--- src/rtl/uart_pkg.sv ---
// Shared types and helpers for the UART command parser: parser state encoding,
// the default sync marker and a saturating 16-bit increment.
package uart_pkg;

  typedef enum logic [2:0] {
    IDLE = 3'd0,
    ADDR = 3'd1,
    LEN  = 3'd2,
    DATA = 3'd3,
    CHK  = 3'd4,
    EMIT = 3'd5
  } parser_state_e;

  localparam logic [7:0] SYNC_BYTE_DEF = 8'hA5;

  function automatic logic [15:0] sat_inc16(input logic [15:0] v);
    return (v == 16'hFFFF) ? v : v + 16'd1;
  endfunction

endpackage

--- src/rtl/uart_cmd_buf.sv ---
// Payload buffer for one command frame: single write port, combinational read.
// Contents are not reset; only bytes written in the current frame are ever read.
module uart_cmd_buf #(
  parameter int DEPTH = 16,
  parameter int AW    = (DEPTH > 1) ? $clog2(DEPTH) : 1
) (
  input  logic          clk,
  input  logic          we,
  input  logic [AW-1:0] waddr,
  input  logic [7:0]    wdata,
  input  logic [AW-1:0] raddr,
  output logic [7:0]    rdata
);

  logic [7:0] mem [DEPTH];

  always_ff @(posedge clk) begin
    if (we) mem[waddr] <= wdata;
  end

  assign rdata = mem[raddr];

endmodule

--- src/rtl/uart_cmd_parser.sv ---
// Frames the RX FIFO byte stream (SYNC ADDR LEN DATA[LEN] CHK) into register write beats.
// Optional inter-byte timeout is compiled in when CMD_TIMEOUT_EN is defined.
module uart_cmd_parser
  import uart_pkg::*;
#(
  parameter int         MAX_LEN   = 16,
  parameter logic [7:0] SYNC_BYTE = SYNC_BYTE_DEF,
  parameter int         TIMEOUT   = 4096
) (
  input  logic        clk,
  input  logic        rst_n,
  input  logic        fifo_empty,
  output logic        fifo_rd_en,
  input  logic [7:0]  fifo_dout,
  input  logic        rx_err,
  output logic        wr_valid,
  input  logic        wr_ready,
  output logic [7:0]  wr_addr,
  output logic [7:0]  wr_data,
  output logic        busy,
  output logic [15:0] frame_ok,
  output logic [15:0] frame_err
);

  localparam int         AW        = $clog2(MAX_LEN);
  localparam logic [7:0] MAX_LEN_B = 8'(MAX_LEN);

  // Write beat handshake: a beat transfers on every cycle where wr_valid && wr_ready;
  // while wr_valid is high and wr_ready low, wr_addr/wr_data hold their values.

  parser_state_e state_q, state_d;
  logic          run_q;
  logic          rd_pending_q;
  logic          rx_err_q;
  logic [7:0]    addr_q, len_q, chk_q, idx_q;
  logic [15:0]   frame_ok_q, frame_err_q;
  logic [7:0]    buf_rdata;

  logic byte_vld, rx_err_rise, in_frame, tmo_hit;
  logic latch_addr, chk_upd, latch_len, buf_we, idx_clr, idx_inc, ok_inc, err_evt;

  // fifo_dout is valid the cycle after the strobe, so a pending read marks a consumed byte
  assign byte_vld    = rd_pending_q;
  assign rx_err_rise = rx_err & ~rx_err_q;
  assign in_frame    = (state_q == ADDR) || (state_q == LEN) ||
                       (state_q == DATA) || (state_q == CHK);
  assign fifo_rd_en  = run_q && (state_q != EMIT) && !fifo_empty && !rd_pending_q;

`ifdef CMD_TIMEOUT_EN
  localparam int TW = $clog2(TIMEOUT + 1);
  logic [TW-1:0] tmo_cnt_q;

  assign tmo_hit = in_frame && !byte_vld && (tmo_cnt_q == TW'(TIMEOUT - 1));

  always_ff @(posedge clk or negedge rst_n) begin
    if (!rst_n)                    tmo_cnt_q <= '0;
    else if (!in_frame || byte_vld) tmo_cnt_q <= '0;
    else                           tmo_cnt_q <= tmo_cnt_q + 1'b1;
  end
`else
  assign tmo_hit = 1'b0;
`endif

  always_comb begin
    state_d    = state_q;
    latch_addr = 1'b0;
    chk_upd    = 1'b0;
    latch_len  = 1'b0;
    buf_we     = 1'b0;
    idx_clr    = 1'b0;
    idx_inc    = 1'b0;
    ok_inc     = 1'b0;
    err_evt    = 1'b0;
    case (state_q)
      IDLE: if (byte_vld && fifo_dout == SYNC_BYTE) state_d = ADDR;
      ADDR: if (byte_vld) begin
        latch_addr = 1'b1;
        state_d    = LEN;
      end
      LEN: if (byte_vld) begin
        if (fifo_dout == 8'd0 || fifo_dout > MAX_LEN_B) begin
          err_evt = 1'b1;
          state_d = IDLE;
        end else begin
          latch_len = 1'b1;
          chk_upd   = 1'b1;
          idx_clr   = 1'b1;
          state_d   = DATA;
        end
      end
      DATA: if (byte_vld) begin
        buf_we  = 1'b1;
        chk_upd = 1'b1;
        if (idx_q == len_q - 8'd1) state_d = CHK;
        else                       idx_inc = 1'b1;
      end
      CHK: if (byte_vld) begin
        if (fifo_dout == chk_q) begin
          idx_clr = 1'b1;
          state_d = EMIT;
        end else begin
          err_evt = 1'b1;
          state_d = IDLE;
        end
      end
      EMIT: if (wr_ready) begin
        if (idx_q == len_q - 8'd1) begin
          ok_inc  = 1'b1;
          state_d = IDLE;
        end else begin
          idx_inc = 1'b1;
        end
      end
      default: state_d = IDLE;
    endcase
    // A frame that already passed CHK is not aborted by a receiver error
    if (rx_err_rise || tmo_hit) begin
      err_evt = 1'b1;
      if (in_frame) state_d = IDLE;
    end
  end

  always_ff @(posedge clk or negedge rst_n) begin
    if (!rst_n) begin
      state_q      <= IDLE;
      run_q        <= 1'b0;
      rd_pending_q <= 1'b0;
      rx_err_q     <= 1'b0;
      addr_q       <= '0;
      len_q        <= '0;
      chk_q        <= '0;
      idx_q        <= '0;
      frame_ok_q   <= '0;
      frame_err_q  <= '0;
    end else begin
      state_q      <= state_d;
      run_q        <= 1'b1;
      rd_pending_q <= fifo_rd_en;
      rx_err_q     <= rx_err;
      if (latch_addr) begin
        addr_q <= fifo_dout;
        chk_q  <= fifo_dout;
      end else if (chk_upd) begin
        chk_q <= chk_q ^ fifo_dout;
      end
      if (latch_len) len_q <= fifo_dout;
      if (idx_clr)      idx_q <= '0;
      else if (idx_inc) idx_q <= idx_q + 8'd1;
      if (ok_inc)  frame_ok_q  <= sat_inc16(frame_ok_q);
      if (err_evt) frame_err_q <= sat_inc16(frame_err_q);
    end
  end

  uart_cmd_buf #(.DEPTH(MAX_LEN)) u_buf (
    .clk   (clk),
    .we    (buf_we),
    .waddr (idx_q[AW-1:0]),
    .wdata (fifo_dout),
    .raddr (idx_q[AW-1:0]),
    .rdata (buf_rdata)
  );

  assign wr_valid  = (state_q == EMIT);
  assign wr_addr   = wr_valid ? (addr_q + idx_q) : 8'd0;
  assign wr_data   = wr_valid ? buf_rdata : 8'd0;
  assign busy      = (state_q != IDLE);
  assign frame_ok  = frame_ok_q;
  assign frame_err = frame_err_q;

endmodule
--- config.mk ---
export PLATFORM = sky130hd
export DESIGN_NAME = uart_cmd_parser
export DESIGN_NICKNAME = d
export VERILOG_FILES = /design/src/rtl/uart_pkg.sv /design/src/rtl/uart_cmd_buf.sv /design/src/rtl/uart_cmd_parser.sv
export SDC_FILE = /design/constraint.sdc
export NUM_CORES = 1
export LEC_CHECK = 0
export CORE_MARGIN = 3
export CORE_UTILIZATION = 35
export DETAILED_ROUTE_END_ITERATION = 10
export HOLD_SLACK_MARGIN = 0.15
export REMOVE_ABC_BUFFERS = 1
export SETUP_SLACK_MARGIN = 0.5
export SLEW_MARGIN = 20
export SYNTH_ARGS = -nofsm -noshare
export SYNTH_HDL_FRONTEND = slang
export SYNTH_SLANG_ARGS = --single-unit
export TNS_END_PERCENT = 100
--- constraint.sdc ---
create_clock -name clk -period 2.9 [get_ports clk]
set_input_delay 0.58 -clock clk [delete_from_list [all_inputs] [get_ports clk]]
set_output_delay 0.58 -clock clk [all_outputs]
set_load 0.05 [all_outputs]
==> results.txt, run 1 <==
Multi-input logic area -> 0.00338 mm^2
Post-synth EDFFs -> 128
Final setup viols -> 10
Slowest stage delay, CP -> 0.57 ns
Synthesized area per cell -> 14.5 um^2
Worst path arrival time -> 2.54 ns
Post-synth ARST share -> 0.354
CP required -> 2.32 ns
Initial antenna violation count -> 0
Final hold slack -> 0.178 ns
Total of max-cap violations -> 0
CTS tree -> done
Max transition margin -> 0.546
Total CTS buffers -> 17
Failing checks -> setup timing
Peak supply drop -> 681 uV
Total power -> 5990 uW
Hold Crit Class -> input port to async pin
Share of cells above drive strength 1 -> 0.295
Netlist cell types -> 54
Actual slew at the worst max-slew pin -> 0.681 ns
Cell Chain, Critical Path -> buf_12 > mux4_2 > mux4_2 > and2_4 > buf_8
Initial Utilization -> 0.362
Worst skew pair latency -> 0.44 ns
FILL cells -> 2125
Final worst slack -> -0.218 ns
Max H-tree Level -> 4
Register area -> 0.00560 mm^2
Final hold vios -> 0
RR Endpoint -> state_q[0]$_DFF_PN0_
Worst reg-to-reg path cell count -> 8
Remaining antenna violation count -> 0
Gr ovfl total -> 0
Crit path capture -> wr_data[2]
Seq pwr share -> 0.521
Clock Pin Slew Worst Setup and Hold Paths -> 0.08 ns
Clk pwr share -> 0.406
Core area -> 0.0247 mm^2
Pwr Density -> 523 mW/mm^2
Bufs on Longest Clock Path -> 2
FP Rows -> 57
Slowest CP cell -> mux4_2
Synth Warn # -> 0
Clk sinks -> 198
Critical path peak fanout -> 17
Routed wire per std cell -> 20.1 um
Final Cycle Share -> 1.08
Clock skew -> 0.0165 ns
Largest net degree at the start of global routing -> 43
Die W -> 166 um
Routed wire length -> 21800 um
CP Buf/Inv Count -> 2
Initial DRC count -> 412
P_leak -> 0.00430 uW
CTS root buffer -> clkbuf_16
CP delay by family, top -> multiplexers
Post-DP HPWL -> 14100 um
Io pins -> 64
Fin nets -> 774
Status -> finished with violations
NetSw -> 1530 uW
Unrepaired setup endpoints after global routing -> yes
DRC -> 0
Pre-CTS setup slack -> 0.0859 ns
GRT Resource Usage Total -> 0.157
P_int -> 4460 uW
Setup CP Type -> flip-flop to primary output
#FFs+latches synth -> 198
Routed via count -> 5678
Vias in the first global route -> 5810
Main synth FF type -> edfxtp_1
DR pass1 iterations -> 5
Reg2reg start -> len_q[0]$_DFFE_PN0P_
Vias per inst -> 5.24
Mapped Area -> 0.00896 mm^2
Die height -> 166 um
Switch share -> 0.255
Stages on the worst setup path -> 5
ANT cells -> 0
FMAX -> 0.321 GHz
Endpoint type of the worst setup path -> primary output
Post-synthesis sequential area ratio -> 0.625
Max-slew violation count -> 0
Logic gate share of total power -> 0.073
Synth Instances -> 617
Worst setup SP type -> flip-flop
CP startpoint -> idx_q[0]$_DFFE_PN0P_
Final min period -> 3.12 ns
Setup slack, reg-to-reg -> 0.55 ns
IO Port Bufs -> 63
GPL Wtd Cong -> 0.821
Area of the die -> 0.0275 mm^2
Area Overhead vs Synth -> 27.7%
First-pass GRT wire length -> 33700 um
Cell mode on critical path -> mux4_2
[cell usage after synthesis (14+ instances only)]
cell / instances / share of area
nand2_1: 37 / 0.016
edfxtp_1: 128 / 0.43
dfrtp_1: 70 / 0.20
nor2_1: 42 / 0.018
xor2_1: 22 / 0.022
nor3_1: 19 / 0.011
nor2b_1: 17 / 0.012
mux4_2: 40 / 0.10
mux2_2: 14 / 0.018
and2_1: 16 / 0.011
xnor2_1: 33 / 0.032
ha_1: 14 / 0.020
nand3_1: 25 / 0.014
[state kept, by name, summed over array words and instances (netlist names)]
signal     cells
state_q        3
len_q          8
frame_err     16
u_buf.mem    128
run_q          1
idx_q          8
frame_ok      16
byte_vld       1
rx_err_q       1
addr_q         8
chk_q          8
[logic make-up (layout without fill, tap and decap cells)]
family	Yosys count	after routing	synth area share
XOR/XNOR	55	55	0.0538
buffers and inverters	37	178	0.0190
adder cells (fa/ha/maj)	15	15	0.0218
flip-flops	198	198	0.625
AND/OR/NAND/NOR	202	203	0.117
AO/OA/AOI/OAI	46	46	0.0349
multiplexers	63	63	0.128
other	1	1	0.000419
[area by class of cell]
class	count	share of cell area
Tap cell	324	0.0354
Multi-Input combinational cell	383	0.295
Clock inverter	14	0.0160
Sequential cell	198	0.490
Clock buffer	18	0.0375
Inverter	12	0.00427
Timing Repair Buffer	134	0.122
[power by group through the flow]
stage / Combinational (uW) / Clock [uW] / Sequential [uW]
2_1_floorplan: 85.5 / 0 / 3300
4_1_cts: 432 / 2480 / 3120
5_1_grt: 464 / 2610 / 3130
3_3_place_gp: 418 / 0 / 3180
3_5_place_dp: 426 / 0 / 3180
6_report: 435 / 2430 / 3120
[layout by cell type, fill, tap and decap left out, types with 9 or more instances in the layout]
cell type and count:
nor2_1 34, mux2_2 14, xor2_1 22, xnor2_1 32, nor3_1 18, buf_12 14, mux4_2 40, clkbuf_16 17
nor2b_1 15, and2_4 11, edfxtp_1 128, dfrtp_1 63, clkdlybuf4s50_1 40, and3_1 10, a31oi_1 9, ha_1 11
nand3_1 25, inv_1 11, buf_4 64, nand2_1 37
[per-layer routing]
layer | vias up | wire [um] | global-route usage
met1 | 2906 | 10100 | 0.229
li1 | 2568 | - | -
met3 | 15 | 1040 | 0.0357
met4 | 0 | 198 | 0.0289
met2 | 189 | 10400 | 0.244
met5 | - | 0 | 0
[how the worst min path moves through the flow]
stage | slack, ns | cells after the start | to
after floorplan | 0.28 | 0 | addr_q[0]$_DFFE_PN0P_
after global placement | 0.48 | 1 | frame_err[11]$_DFFE_PN0P_
after detailed placement | 0.48 | 1 | frame_ok[5]$_DFFE_PN0P_
after CTS | 0.19 | 1 | frame_ok[6]$_DFFE_PN0P_
after global routing | 0.21 | 1 | frame_ok[6]$_DFFE_PN0P_
final | 0.18 | 1 | frame_ok[6]$_DFFE_PN0P_
[repair_timing]
item,in CTS,in global routing
hold buffers,0,0
endpoints found under the setup margin,23,49
cloned,3,0
pin swaps,6,12
buffers inserted,12,11
gates resized for setup,45,27
[through the flow]
stage / area [um^2] / setup TNS (ns) / util / std cells
floorplan: 8830 / -13.46 / - / 592
detailed placement: 10300 / 0 / 0.417 / 1025
finish: 11400 / -1.84 / 0.462 / 1083
CTS: 11200 / -1.94 / 0.454 / 1072
global route: 11400 / -2.81 / 0.462 / 1083
global placement: 10300 / 0 / 0.417 / 1025
(Power assumes the default switching activity.)
==> run 2, diff against run 1 <==
==> constraint.sdc (replaced) <==
create_clock -name clk -period 2.9 [get_ports clk]
set_input_delay 0.435 -clock clk [delete_from_list [all_inputs] [get_ports clk]]
set_output_delay 0.435 -clock clk [all_outputs]
set_load 0.05 [all_outputs]
==> results.txt, run 2 (synthesis results as in run 1) <==
Status -> finished with violations
Failing checks -> setup timing
GRT Resource Usage Total -> 0.157
FP Rows -> 57
Largest net degree at the start of global routing -> 41
Max-slew violation count -> 0
Routed wire per std cell -> 20.3 um
CP required -> 2.47 ns
FILL cells -> 2100
Final min period -> 3.07 ns
Worst path arrival time -> 2.63 ns
Share of cells above drive strength 1 -> 0.293
Area of the die -> 0.0275 mm^2
Register area -> 0.00560 mm^2
Die height -> 166 um
CTS root buffer -> clkbuf_16
Setup tns final -> -0.943 ns
Routed wire length -> 21900 um
Actual slew at the worst max-slew pin -> 0.644 ns
DR pass1 iterations -> 6
Clk sinks -> 198
Area Overhead vs Synth -> 28.5%
Clock Pin Slew Worst Setup and Hold Paths -> 0.08 ns
Io pins -> 64
P_leak -> 0.00429 uW
Routed via count -> 5741
Vias in the first global route -> 5844
Initial DRC count -> 432
Critical path peak fanout -> 5
DRC -> 0
Initial antenna violation count -> 0
ANT cells -> 0
Commonest cells after routing, fill and taps aside -> 128 x edfxtp_1, 64 x dfrtp_1, 54 x buf_4
Fin nets -> 772
Multi-input logic area -> 0.00337 mm^2
Hold Crit Class -> input port to flip-flop
Max H-tree Level -> 4
Remaining antenna violation count -> 0
Layout Utilization -> 0.465
Worst reg-to-reg path cell count -> 10
Reg with most FFs -> u_buf.mem
CTS tree -> done
Vias per inst -> 5.31
Final worst slack -> -0.170 ns
FMAX -> 0.326 GHz
Commonest non-fill, non-tap cell in the layout -> edfxtp_1
Clock skew -> 0.0137 ns
Initial Utilization -> 0.362
Worst setup SP type -> flip-flop
Core area -> 0.0247 mm^2
Pre-CTS setup slack -> 0.0770 ns
Endpoint type of the worst setup path -> primary output
Total CTS buffers -> 17
GPL Wtd Cong -> 0.841
Final hold vios -> 0
Pwr Density -> 513 mW/mm^2
Peak supply drop -> 526 uV
Final hold slack -> 0.385 ns
IO Port Bufs -> 63
Bufs on Longest Clock Path -> 2
Worst skew pair latency -> 0.44 ns
Setup CP Type -> flip-flop to primary output
Total of max-cap violations -> 0
First-pass GRT wire length -> 33900 um
Gr ovfl total -> 0
Max FFs per register -> 128
Final Cycle Share -> 1.06
Max transition margin -> 0.571
Die W -> 166 um
Final setup viols -> 10
Post-DP HPWL -> 13900 um
Total power -> 5910 uW
Unrepaired setup endpoints after global routing -> yes
Worst Hold Depth -> 1
-- run 2: power by group --
part / internal, uW / switching, uW
sequential: 3050 / 64.8
combinational: 150 / 275
clock: 1180 / 1190
total: 4380 / 1530
-- run 2: path summary, 6_finish.rpt --
path / slack (ns) / to / start
max: -0.17 / wr_data[7] / idx_q[0]$_DFFE_PN0P_
min: 0.38 / u_buf.mem[9][2]$_DFFE_PP_ / fifo_dout[2]
max reg2reg: 0.50 / frame_ok[1]$_DFFE_PN0P_ / idx_q[0]$_DFFE_PN0P_
min reg2reg: 0.50 / frame_err[5]$_DFFE_PN0P_ / frame_err[5]$_DFFE_PN0P_
max in group asynchronous: 1.61 / state_q[1]$_DFF_PN0_ / rst_n
min in group asynchronous: 0.54 / frame_ok[4]$_DFFE_PN0P_ / rst_n
-- run 2: routing by layer --
metal  global-route usage  up-vias  share of wire
met1                0.228     2924           0.45
met4               0.0383        0          0.012
met3               0.0340       11          0.065
li1                     -     2569              -
met5                    0        -              0
met2                0.242      237           0.47
-- run 2: final cells by class --
| class | count | share of cell area |
|---|---|---|
| sequential | 198 | 0.487 |
| clock inverter | 15 | 0.0151 |
| tap | 324 | 0.0352 |
| clock buffer | 17 | 0.0370 |
| timing repair buffer | 132 | 0.129 |
| multi-input combinational | 383 | 0.293 |
| inverter | 12 | 0.00424 |
-- run 2: timing repair --
action,4_1_cts,5_1_grt
resized for setup,55,24
endpoints found under the hold margin,23,0
cloned,6,1
setup endpoints to repair,26,56
setup buffers,11,10
hold buffers,1,0
pin swaps,16,17
-- run 2: metrics by stage --
step	area (um^2)	std cells
final	11500	1081
after global routing	11500	1081
after CTS	11300	1070
after detailed placement	10300	1020
after global placement	10300	1020
after floorplan	8830	592
-- run 2: worst max-delay path, stage by stage (launching register included) --
cell and delay [ns]:
dfrtp_2 0.47, buf_6 0.13, buf_12 0.12, clkbuf_16 0.15
mux4_2 0.52, mux4_2 0.49, and2_4 0.16, buf_8 0.14
==> run 3, diff against run 2 <==
--- a/config.mk
+++ b/config.mk
@@ -15,4 +15,3 @@
 export SYNTH_ARGS = -nofsm -noshare
 export SYNTH_HDL_FRONTEND = slang
 export SYNTH_SLANG_ARGS = --single-unit
-export TNS_END_PERCENT = 100
==> results of run 3 <==
Same layout as run 2: the final DEF is identical, and so are final timing and power.
